File: config.mk
export PLATFORM = sky130hd
export DESIGN_NAME = mem_arbiter
export DESIGN_NICKNAME = d
export VERILOG_FILES = /design/src/rtl/cpu_pkg.sv /design/src/rtl/arb_pick.sv /design/src/rtl/mem_arbiter.sv
export SDC_FILE = /design/constraint.sdc
export NUM_CORES = 1
export LEC_CHECK = 0
export CAP_MARGIN = 40
export CORE_ASPECT_RATIO = 0.7
export CORE_UTILIZATION = 40
export CTS_CLUSTER_SIZE = 20
export DETAILED_ROUTE_END_ITERATION = 7
export PLACE_DENSITY_LB_ADDON = 0.05
export SYNTH_ARGS = -nofsm -noshare
export SYNTH_HDL_FRONTEND = slang
export SYNTH_SLANG_ARGS = --single-unit
File: constraint.sdc
create_clock -name clk -period 1.6 [get_ports clk]
set_input_delay 0.16 -clock clk [delete_from_list [all_inputs] [get_ports clk]]
set_output_delay 0.16 -clock clk [all_outputs]
set_load 0.005 [all_outputs]
File: src/rtl/cpu_pkg.sv
// cpu_pkg: shared widths, FSM states and grantee encoding for mem_arbiter.
// Round-robin arbitration is enabled by defining MEM_ARB_RR_EN.
package cpu_pkg;
    localparam int ADDR_W_DEF = 8;
    localparam int DATA_W_DEF = 8;
    typedef enum logic [1:0] {IDLE, ACCESS, RESP} state_t;
    typedef enum logic {GNT_FETCH = 1'b0, GNT_DATA = 1'b1} gnt_t;
endpackage

File: src/rtl/arb_pick.sv
// arb_pick: combinational grant select; with MEM_ARB_RR_EN a last-grant flop
// turns simultaneous requests into round-robin, otherwise data beats fetch.
module arb_pick
    import cpu_pkg::*;
(
`ifdef MEM_ARB_RR_EN
    input  logic clk,
    input  logic rst,
    input  logic take,
    input  logic f_req,
`endif
    input  logic d_req,
    output logic gnt
);
`ifdef MEM_ARB_RR_EN
    logic last;
    always_ff @(posedge clk or posedge rst)
        if (rst) last <= GNT_FETCH;
        else if (take) last <= gnt;
    assign gnt = (f_req && d_req) ? ~last : d_req;
`else
    assign gnt = d_req;
`endif
endmodule

File: src/rtl/mem_arbiter.sv
// mem_arbiter: shares one memory port between fetch and load/store requesters.
// Arbitration is fixed data-first unless MEM_ARB_RR_EN is defined.
module mem_arbiter
    import cpu_pkg::*;
#(
    parameter int ADDR_W = ADDR_W_DEF,
    parameter int DATA_W = DATA_W_DEF,
    parameter int RD_LAT = 1
)(
    input  logic              clk,
    input  logic              rst,
    input  logic              f_req,
    input  logic [ADDR_W-1:0] f_addr,
    output logic              f_ack,
    output logic [DATA_W-1:0] f_rdata,
    input  logic              d_req,
    input  logic              d_we,
    input  logic [ADDR_W-1:0] d_addr,
    input  logic [DATA_W-1:0] d_wdata,
    output logic              d_ack,
    output logic [DATA_W-1:0] d_rdata,
    output logic [ADDR_W-1:0] mem_addr,
    output logic [DATA_W-1:0] mem_data_out,
    output logic              mem_we,
    input  logic [DATA_W-1:0] mem_data_in,
    output logic              busy
);
    state_t state, nxt;
    logic [2:0] cnt;
    logic gnt, gsel, wr, take, last_cyc;
    assign take = state == IDLE && (f_req || d_req);
    assign last_cyc = state == ACCESS && cnt == 3'd1;
    arb_pick u_pick (
`ifdef MEM_ARB_RR_EN
        .clk(clk), .rst(rst), .take(take), .f_req(f_req),
`endif
        .d_req(d_req), .gnt(gsel)
    );
    always_ff @(posedge clk or posedge rst)
        if (rst) state <= IDLE;
        else state <= nxt;
    always_comb
        nxt = take ? ACCESS : last_cyc ? RESP : state == RESP ? IDLE : state;
    // counter counts the cycles left in ACCESS; the read byte is taken in its last one
    always_ff @(posedge clk or posedge rst)
        if (rst) begin
            f_ack <= 1'b0;
            f_rdata <= '0;
            d_ack <= 1'b0;
            d_rdata <= '0;
            mem_addr <= '0;
            mem_data_out <= '0;
            mem_we <= 1'b0;
            busy <= 1'b0;
            cnt <= '0;
            gnt <= GNT_FETCH;
            wr <= 1'b0;
        end else begin
            mem_we <= take && gsel && d_we;
            f_ack <= last_cyc && gnt == GNT_FETCH;
            d_ack <= last_cyc && gnt == GNT_DATA;
            busy <= nxt != IDLE;
            if (take) begin
                gnt <= gsel;
                wr <= gsel && d_we;
                mem_addr <= gsel ? d_addr : f_addr;
                if (gsel) mem_data_out <= d_wdata;
                cnt <= (gsel && d_we) ? 3'd1 : 3'(RD_LAT);
            end else if (state == ACCESS) cnt <= cnt - 3'd1;
            if (last_cyc && !wr && gnt == GNT_DATA) d_rdata <= mem_data_in;
            if (last_cyc && !wr && gnt == GNT_FETCH) f_rdata <= mem_data_in;
        end
endmodule

==> flow_metrics.tcl <==
set metrics [dict create \
    critPathArrivalTime_ps 1700 \
    critPathLaunchType "register" \
    fillers 349 \
    dpl.hpwl_mm 2.610 \
    crit_family "flip-flops" \
    postSynthCellCount 116 \
    io_pins 73 \
    cts_tree "done" \
    fin_ws_ps 62.81 \
    skew_ps 6.618 \
    grt_pass1_wl_mm 5.740 \
    period_share 0.9607 \
    drv_slew 0 \
    worstSetupPathType "register to register" \
    die_y_um 58.17 \
    antenna_found_initial 0 \
    cts_buffers 5 \
    grt_use_met2 0.2562 \
    num_rows 20 \
    cts.sinks 43 \
    syn_area_um2 1803 \
    hp-class "input port to async pin" \
    grt_pass1_vias 1209 \
    overflow 0 \
    core_um2 4329 \
    ys_ff_latch 43 \
    die_area_um2 4784 \
    syn_avg_cell_area_um2 15.54 \
    hold_viol 0 \
    power_density_nw_per_um2 1699 \
    fin_nets 234 \
    wl_mm 3.638 \
    vias 1178 \
    critPathMaxStageDelay_ps 440 \
    multiInputGateArea_um2 708.2 \
    max-cap-violations 0 \
    firstDrtPassIters 4 \
    start_util 0.4165 \
    syn2layout_area_growth_pct 49.83 \
    finalSetupViolCount 0 \
    ys_warn_count 0 \
    end_kind "register" \
    outcome "completed" \
    synth_nets 155 \
    busiest_layer "met2" \
    cts_setup_buffers 0 \
    placed_area_um2 2604 \
    worst_pin_slew_ps 242.3 \
    crit_slowest_cell "dfrtp_1" \
    yosysSeqAreaShare 0.5968 \
    clk_pin_slew_worst_paths_ps 80 \
    viasPerCell 4.693 \
    cp_max_fo 8 \
    critPathBufInv 0 \
    numPortBuffers 72 \
    clk_latency_ps 280 \
    drc 0 \
    grt_max_degree 44 \
    ant_nets 0 \
    cts_root_buffer "clkbuf_8" \
    cp_data_required_time_ps 1770 \
    vdd_drop_max_v 0.0008039 \
    synth_cell_type_count 28 \
    yosysTopAreaCell "dfrtp_1" \
    rsz0062_at_grt "no" \
    synth_top_area_frac 0.5968 \
    final_area_um2 2701 \
    preCtsSetupSlack_ps -65.81 \
    use_met3 0.05669 \
    fin_crit_ps 1537 \
    regArea_um2 1076 \
    drt_iter0_markers 52 \
    cts.htree.levels 2 \
    detail_route.wl_per_cell_um 14.49 \
    clock_path_buffers 2 \
    fmax_mhz 650.5 \
    num_antenna_cells 0 \
    track_usage 0.1648 \
    relSlewSlack 0.8379 \
    die_w_um 82.25 \
    p_leak_nw 1.180 \
    grt_use_met1 0.2182 \
    routabilityCongestion 0.6788 \
    cp_cell_sequence "ha_4 > and4bb_4 > nand2_2 > mux2_2" \
    yosys-top-cells-area "dfrtp_1 (60%), mux2_2 (21%), mux2_4 (5.8%)" \
    drive_gt1_frac 0.2908 \
]
==> power by group <==
part           switching, mW  internal [mW]  leakage (nW)
combinational          0.570           1.43         0.626
sequential             0.333           1.61         0.512
clock                  0.342          0.307        0.0422
==> registers in the layout (all words and copies together), names as in the netlist <==
| name | flops |
|---|---|
| d_ack | 1 |
| gnt | 1 |
| d_rdata | 8 |
| f_ack | 1 |
| cnt | 3 |
| wr | 1 |
| f_rdata | 8 |
| mem_addr | 8 |
| busy | 1 |
| state | 2 |
| mem_data_out | 8 |
| mem_we | 1 |
==> worst register-to-register path: cells and delay by family, from the launching register on <==
family / cells / cell delay (ps)
fa+ha+maj: 1 / 190
simple gates: 2 / 420
flops: 1 / 440
mux: 1 / 370
==> worst paths after layout <==
kind	start	to	slack (ps)	cells past startpoint
max	cnt[0]	f_rdata[4]	60	4
min	rst	f_rdata[6]	230	3
max reg2reg	cnt[0]	f_rdata[4]	60	4
min reg2reg	f_rdata[0]	f_rdata[0]	510	1
max in group asynchronous	rst	d_rdata[1]	1170	3
min in group clk	d_we	mem_we	470	2
==> what timing repair did <==
item / in CTS / in global routing
endpoints found under the setup margin: 0 / 10
hold buffers: 0 / 0
resized for setup: 0 / 4
==> per-stage QoR <==
| step | std cells | util | total power, mW | hold WS [ps] | TNS [ps] |
|---|---|---|---|---|---|
| 2_1_floorplan | 116 | - | 2.794 | 310.4 | 0 |
| 3_3_place_gp | 243 | 0.6014 | 3.850 | 472.8 | -135.1 |
| 3_5_place_dp | 243 | 0.6014 | 3.931 | 483.9 | -505.2 |
| 4_1_cts | 251 | 0.6202 | 4.611 | 231.4 | 0 |
| 5_1_grt | 251 | 0.6240 | 4.893 | 265.5 | 0 |
| 6_report | 251 | 0.6240 | 4.589 | 227.0 | 0 |
==> layout by cell type, fill, tap and decap left out <==
master	instances
inv_1	1
dfrtp_1	43
nand3b_4	1
o21a_1	1
nor3_1	1
nor2b_1	2
ha_1	1
buf_12	1
clkbuf_1	2
and4bb_4	1
inv_2	2
xnor2_1	1
mux2_4	8
mux2_2	32
nand2_2	1
nand2_1	1
ha_4	1
and2b_1	1
a21o_1	2
clkinv_2	1
o2bb2ai_1	1
clkbuf_8	5
or3_4	1
or2b_1	1
o21ai_0	1
nor2_1	2
clkdlybuf4s50_1	72
buf_4	2
nor3b_1	1
o21bai_1	1
nand3b_1	1
or2_2	1
and2_1	3
==> metal layers <==
metal  vias to the layer above  share of wire
li1                        560              -
met1                       573           0.47
met2                        43           0.46
met3                         2          0.068
met4                         0         0.0025
met5                         -              0
==> layout make-up <==
class                   count  share of cell area
clock inverters             1            0.001853
clock buffers               7             0.02825
flip-flops and latches     43              0.3983
well taps                  55             0.02547
repair buffers             75              0.2798
multi-input cells          67              0.2622
inverters                   3            0.004169
==> cell families after synthesis <==
| kind of cell | synth area share |
|---|---|
| AO/OA/AOI/OAI | 0.02429 |
| XOR/XNOR | 0.004859 |
| adder cells (fa/ha/maj) | 0.01388 |
| buffers and inverters | 0.01943 |
| flip-flops | 0.5968 |
| multiplexers | 0.2644 |
| AND/OR/NAND/NOR | 0.07635 |
==> cell usage after synthesis <==
cell	number
buf_4	1
or3_4	1
nor3_1	1
o2bb2ai_1	1
o21bai_1	1
or2_2	1
and4bb_4	1
ha_1	2
nor3b_1	1
xnor2_1	1
nand3b_4	1
mux2_4	7
inv_1	3
nor2_1	2
and2_1	3
nand2_2	1
dfrtp_1	43
mux2_2	33
and2b_1	1
o21a_1	1
nand2_1	1
a21o_1	2
nor2b_1	2
nand3b_1	1
buf_2	1
or2b_1	1
o21ai_0	1
buf_6	1
(Power assumes the default switching activity.)
